--- config.mk ---
export PLATFORM = sky130hd
export DESIGN_NAME = inst_fetch_queue
export DESIGN_NICKNAME = d
export VERILOG_FILES = /design/src/rtl/fetch_pkg.sv /design/src/rtl/fetch_queue.sv /design/src/rtl/inst_fetch_queue.sv
export SDC_FILE = /design/constraint.sdc
export NUM_CORES = 1
export LEC_CHECK = 0
export ABC_CLOCK_PERIOD_IN_PS = 19500
export CORE_ASPECT_RATIO = 1.25
export CORE_MARGIN = 2
export CORE_UTILIZATION = 40
export CTS_CLUSTER_DIAMETER = 40
export DETAILED_ROUTE_END_ITERATION = 10
export PLACE_DENSITY = 0.57
export SLEW_MARGIN = 40
export SYNTH_ARGS = -nofsm -noshare
export SYNTH_HDL_FRONTEND = slang
export SYNTH_SLANG_ARGS = --single-unit
--- constraint.sdc ---
create_clock -name clk_in -period 19.5 [get_ports clk_in]
set_clock_uncertainty 0.05 [all_clocks]
set_input_delay 4.875 -clock clk_in [delete_from_list [all_inputs] [get_ports clk_in]]
set_output_delay 4.875 -clock clk_in [all_outputs]
set_load 0.005 [all_outputs]
--- src/rtl/fetch_pkg.sv ---
// Shared opcode constants and immediate decoders for the fetch stage.
package fetch_pkg;

   localparam logic [6:0] OPC_JAL    = 7'b1101111;
   localparam logic [6:0] OPC_JALR   = 7'b1100111;
   localparam logic [6:0] OPC_BRANCH = 7'b1100011;

   // J-type offset, sign-extended to 32 bits (bit 0 always zero).
   function automatic logic [31:0] imm_j(input logic [31:0] inst);
      return {{12{inst[31]}}, inst[19:12], inst[20], inst[30:21], 1'b0};
   endfunction

   // B-type offset, sign-extended to 32 bits (bit 0 always zero).
   function automatic logic [31:0] imm_b(input logic [31:0] inst);
      return {{20{inst[31]}}, inst[7], inst[30:25], inst[11:8], 1'b0};
   endfunction

endpackage

--- src/rtl/fetch_queue.sv ---
// Synchronous FIFO of {pc, inst, pred} entries; head is read straight from storage.
// Caller must not push when full or pop when empty; flush empties the queue in one cycle.
module fetch_queue #(
   parameter int XLEN  = 32,
   parameter int DEPTH = 4
) (
   input  logic            clk,
   input  logic            rst,
   input  logic            push,
   input  logic            pop,
   input  logic            flush,
   input  logic [XLEN-1:0] push_pc,
   input  logic [XLEN-1:0] push_inst,
   input  logic            push_pred,
   output logic            full,
   output logic            empty,
   output logic [XLEN-1:0] head_pc,
   output logic [XLEN-1:0] head_inst,
   output logic            head_pred
);

   localparam int AW = $clog2(DEPTH);

   logic [XLEN-1:0] pc_mem   [DEPTH];
   logic [XLEN-1:0] inst_mem [DEPTH];
   logic            pred_mem [DEPTH];
   logic [AW-1:0]   wr_ptr;
   logic [AW-1:0]   rd_ptr;
   logic [AW:0]     count;

   always_ff @(posedge clk or posedge rst) begin
      if (rst) begin
         wr_ptr <= '0;
         rd_ptr <= '0;
         count  <= '0;
         for (int i = 0; i < DEPTH; i++) begin
            pc_mem[i]   <= '0;
            inst_mem[i] <= '0;
            pred_mem[i] <= 1'b0;
         end
      end else if (flush) begin
         wr_ptr <= '0;
         rd_ptr <= '0;
         count  <= '0;
      end else begin
         if (push) begin
            pc_mem[wr_ptr]   <= push_pc;
            inst_mem[wr_ptr] <= push_inst;
            pred_mem[wr_ptr] <= push_pred;
            wr_ptr           <= wr_ptr + AW'(1);
         end
         if (pop) rd_ptr <= rd_ptr + AW'(1);
         case ({push, pop})
            2'b10:   count <= count + (AW+1)'(1);
            2'b01:   count <= count - (AW+1)'(1);
            default: count <= count;
         endcase
      end
   end

   assign full      = (count == (AW+1)'(DEPTH));
   assign empty     = (count == '0);
   assign head_pc   = pc_mem[rd_ptr];
   assign head_inst = inst_mem[rd_ptr];
   assign head_pred = pred_mem[rd_ptr];

endmodule

--- src/rtl/inst_fetch_queue.sv ---
// Fetch stage: PC sequencing, control-flow stall/redirect, and a decoupling queue to decode.
// Define FETCH_STATIC_PREDICT_EN to follow JAL and backward branches instead of stalling.
module inst_fetch_queue #(
   parameter int              XLEN     = 32,
   parameter int              DEPTH    = 4,
   parameter logic [XLEN-1:0] RESET_PC = '0
) (
   input  logic            clk_in,
   input  logic            rst_in,
   input  logic            rdy_in,
   output logic            need_inst,
   output logic [XLEN-1:0] PC,
   input  logic            inst_ready_in,
   input  logic [XLEN-1:0] inst_in,
   output logic            inst_valid,
   input  logic            inst_ready,
   output logic [XLEN-1:0] inst_addr,
   output logic [XLEN-1:0] inst_out,
   output logic            inst_pred_taken,
   input  logic            dc_clear,
   input  logic [XLEN-1:0] dc_new_pc,
   input  logic            rob_clear,
   input  logic [XLEN-1:0] rob_new_pc
);

   import fetch_pkg::*;

   logic            stall;
   logic            full;
   logic            empty;
   logic            dc_redirect;
   logic            push;
   logic            pop;
   logic            flush;
   logic [XLEN-1:0] next_pc;
   logic            push_pred;
   logic            push_stall;

   // Decoder handshake: head transfers when inst_valid && inst_ready on a clock edge;
   // inst_valid never drops without a transfer except on rob_clear or reset.
   assign need_inst   = !stall && !full;
   assign inst_valid  = !empty;
   assign dc_redirect = stall && dc_clear;
   assign push  = rdy_in && inst_ready_in && need_inst && !rob_clear && !dc_redirect;
   assign pop   = rdy_in && inst_valid && inst_ready && !rob_clear;
   assign flush = rdy_in && rob_clear;

   always_comb begin
      next_pc    = PC + XLEN'(4);
      push_pred  = 1'b0;
      push_stall = 1'b0;
`ifdef FETCH_STATIC_PREDICT_EN
      case (inst_in[6:0])
         OPC_JAL: begin
            next_pc   = PC + XLEN'($signed(imm_j(inst_in[31:0])));
            push_pred = 1'b1;
         end
         OPC_BRANCH: begin
            // Backward branches are predicted taken (loop heuristic).
            if (inst_in[31]) begin
               next_pc   = PC + XLEN'($signed(imm_b(inst_in[31:0])));
               push_pred = 1'b1;
            end
         end
         OPC_JALR: push_stall = 1'b1;
         default:  push_stall = 1'b0;
      endcase
`else
      if (inst_in[6:0] == OPC_JAL || inst_in[6:0] == OPC_JALR ||
          inst_in[6:0] == OPC_BRANCH)
         push_stall = 1'b1;
`endif
   end

   always_ff @(posedge clk_in or posedge rst_in) begin
      if (rst_in) begin
         PC    <= RESET_PC;
         stall <= 1'b0;
      end else if (rdy_in) begin
         if (rob_clear) begin
            PC    <= rob_new_pc;
            stall <= 1'b0;
         end else if (dc_redirect) begin
            PC    <= dc_new_pc;
            stall <= 1'b0;
         end else if (push) begin
            PC    <= next_pc;
            stall <= push_stall;
         end
      end
   end

   fetch_queue #(
      .XLEN  (XLEN),
      .DEPTH (DEPTH)
   ) u_queue (
      .clk       (clk_in),
      .rst       (rst_in),
      .push      (push),
      .pop       (pop),
      .flush     (flush),
      .push_pc   (PC),
      .push_inst (inst_in),
      .push_pred (push_pred),
      .full      (full),
      .empty     (empty),
      .head_pc   (inst_addr),
      .head_inst (inst_out),
      .head_pred (inst_pred_taken)
   );

endmodule
==> flow_metrics.env <==
export IMPL_status="completed"
export IMPL_overflow=0
export IMPL_final_nets=1331
export IMPL_yosys_register_bits=300
export IMPL_cts_hold_buf=0
export IMPL_synthFlopType="dfrtp_1"
export IMPL_arrival_ns=3.24
export IMPL_ant_nets=0
export IMPL_cts_resized=0
export IMPL_fin_cells=1729
export IMPL_port_buffers=201
export IMPL_area_growth_syn_to_layout_pct=25.5
export IMPL_syn_area_um2=14400
export IMPL_yosysTopAreaCell="dfrtp_1"
export IMPL_clock_latency_ns=0.54
export IMPL_htree_levels=2
export IMPL_ff_latch_area_um2=7510
export IMPL_yosys_top_cells_count="dfrtp_1 (300), mux2_2 (215), nand2_1 (74), mux4_2 (65), o21ai_0 (58)"
export IMPL_min_path_cells=2
export IMPL_dp_cells=1652
export IMPL_met3_usage_pct=4.09
export IMPL_drv_slew=0
export IMPL_cts_tree="done"
export IMPL_n_antenna_cell=0
export IMPL_worst_slew_pin_slew_ns=0.843
export IMPL_firstDrtPassIters=5
export IMPL_setup_tns_ns=0
export IMPL_grtUsageTotal_pct=20.0
export IMPL_routedWlPerCell_um=21.3
export IMPL_drive_gt1_share_pct=31.8
export IMPL_netlist_area_leader_share_pct=52.0
export IMPL_root_buffer="clkbuf_16"
export IMPL_core_area_um2=35500
export IMPL_ir_worst_vdd_v=0.0000722
export IMPL_top_usage_layer="met2"
export IMPL_endpoint_kind="primary output"
export IMPL_die_y_um=216
export IMPL_via_per_inst=5.51
export IMPL_drt_iter0_markers=513
export IMPL_synthCells=1048
export IMPL_grt_pass1_vias=10200
export IMPL_initial_utilization_pct=40.7
export IMPL_hold_violations=0
export IMPL_period_share_pct=41.9
export IMPL_die_x_um=174
export IMPL_vias=9527
export IMPL_post_cts_buffers=0
export IMPL_reg2regPathDepth=6
export IMPL_met2_usage_pct=33.5
export IMPL_multi_input_area_um2=6390
export IMPL_synth_edf_count=0
export IMPL_die_area_um2=37700
export IMPL_max_freq_mhz=122
export IMPL_maxCapViolations=0
export IMPL_hpwlAfterDp_um=22200
export IMPL_clk_path_buf_depth=3
export IMPL_grt_pass1_wl_um=58900
export IMPL_yosys_warnings=0
export IMPL_rsz0062_at_grt="no"
export IMPL_yosys_top_cells_area="dfrtp_1 (52%), mux2_2 (17%), mux4_2 (10%), o21ai_0 (2.0%), nand2_1 (1.9%)"
export IMPL_cts_inserted_buffers=41
export IMPL_ios=202
export IMPL_clk_pin_slew_ns=0.06
export IMPL_syn_num_nets=1157
export IMPL_worstHoldPathType="flip-flop to flip-flop"
export IMPL_critPathLaunchType="flip-flop"
export IMPL_clkSinkCount=300
export IMPL_rows=77
export IMPL_wirelength_um=36800
export IMPL_synth_distinct_cells=71
export IMPL_place_congestion=0.832
export IMPL_syn_avg_cell_area_um2=13.8
export IMPL_cp_required_ns=14.58
export IMPL_antenna_found_initial=0
export IMPL_synthArstFlopShare_pct=100
export IMPL_cellPowerDensity_nw_per_um2=145
export IMPL_critPathKind="flip-flop to primary output"
export IMPL_seq_area_frac_synth_pct=52.0
export IMPL_n_fill_cell=3162
export IMPL_met1_usage_pct=26.1
export IMPL_leakagePower_nw=7.81
export IMPL_cp_max_fo=39
export IMPL_fin_crit_ns=8.17
export IMPL_synth_most_common_cell="dfrtp_1"
export IMPL_setup_viol=0
export IMPL_relSlewSlack_pct=43.6
export IMPL_grt_max_degree=89
export IMPL_drc=0
## cells by family after synthesis
| family | Yosys count | synth area share [%] |
|---|---|---|
| compound gates | 145 | 6.42 |
| xor+xnor | 5 | 0.303 |
| fa+ha+maj | 6 | 0.572 |
| buf+inv | 88 | 3.83 |
| flops | 300 | 52.0 |
| mux | 310 | 29.7 |
| simple gates | 194 | 7.21 |
## cell usage in the layout (no fill, tap or decap), drive strengths merged, types with 4 or more instances in the layout
cell type,n
dfrtp,300
mux2,243
clkdlybuf4s50,200
nand2,78
mux4,65
o21ai,58
clkbuf,51
nor2,32
a21oi,23
a31oi,16
nand3,16
inv,14
and2,12
buf,11
nor3,9
nand4,9
clkinv,9
nand2b,7
bufinv,7
nor4,7
o311ai,5
and3,5
ha,5
nor3b,5
a22oi,5
o31ai,4
## path summary, 6_finish.rpt
| kind | from | end | slack (ns) |
|---|---|---|---|
| setup / recovery | u_queue.rd_ptr[0] | inst_addr[31] | 11.33 |
| hold / removal | u_queue.inst_mem[67] | u_queue.inst_mem[67] | 0.43 |
| setup reg to reg | PC[3] | PC[30] | 16.62 |
| hold reg to reg | u_queue.inst_mem[67] | u_queue.inst_mem[67] | 0.43 |
| max in group asynchronous | rst_in | u_queue.inst_mem[122] | 12.95 |
| min in group asynchronous | rst_in | u_queue.pc_mem[58] | 4.79 |
## report_power, final
part / switching (W) / internal [W] / leakage, nW
Sequential: 0.000173 / 0.000851 / 3.87
Clock: 0.000293 / 0.000509 / 0.716
Combinational: 0.000270 / 0.000534 / 3.23
## flip-flops by register name, indices dropped and copies added, names as in the netlist
signal	count
u_queue.inst_mem	128
u_queue.pc_mem	128
PC	32
u_queue.pred_mem	4
u_queue.count	3
u_queue.rd_ptr	2
u_queue.wr_ptr	2
stall	1
## layer usage
| layer | up-vias | routed length [um] |
|---|---|---|
| li1 | 4254 | - |
| met1 | 4936 | 15600 |
| met2 | 269 | 18200 |
| met3 | 68 | 2020 |
| met4 | 0 | 968 |
| met5 | - | 0 |
## critical path: stages (launching register included)
cell and delay [ns]:
dfrtp_4 0.86, buf_4 0.73, mux4_2 0.58, clkdlybuf4s50_1 0.52
## area by class of cell
type	count	share of cell area, %
flip-flops and latches	300	41.5
clock inverters	25	1.94
clock buffers	51	6.21
well taps	474	3.27
repair buffers	211	11.7
inverters	8	0.207
multi-input cells	660	35.2
## stage by stage
stage	instance area (um^2)	hold WS, ns	power [W]	utilization (%)	setup slack (ns)
after floorplan	14400	0.393	0.00147	-	6.29
after global placement	16600	0.414	0.00183	46.8	11.74
after detailed placement	16600	0.416	0.00185	46.9	11.67
after CTS	18100	0.430	0.00267	51.0	11.20
after global routing	18100	0.455	0.00278	51.1	11.08
final	18100	0.427	0.00263	51.1	11.33
No activity file was read; power rests on OpenSTA's default activity.
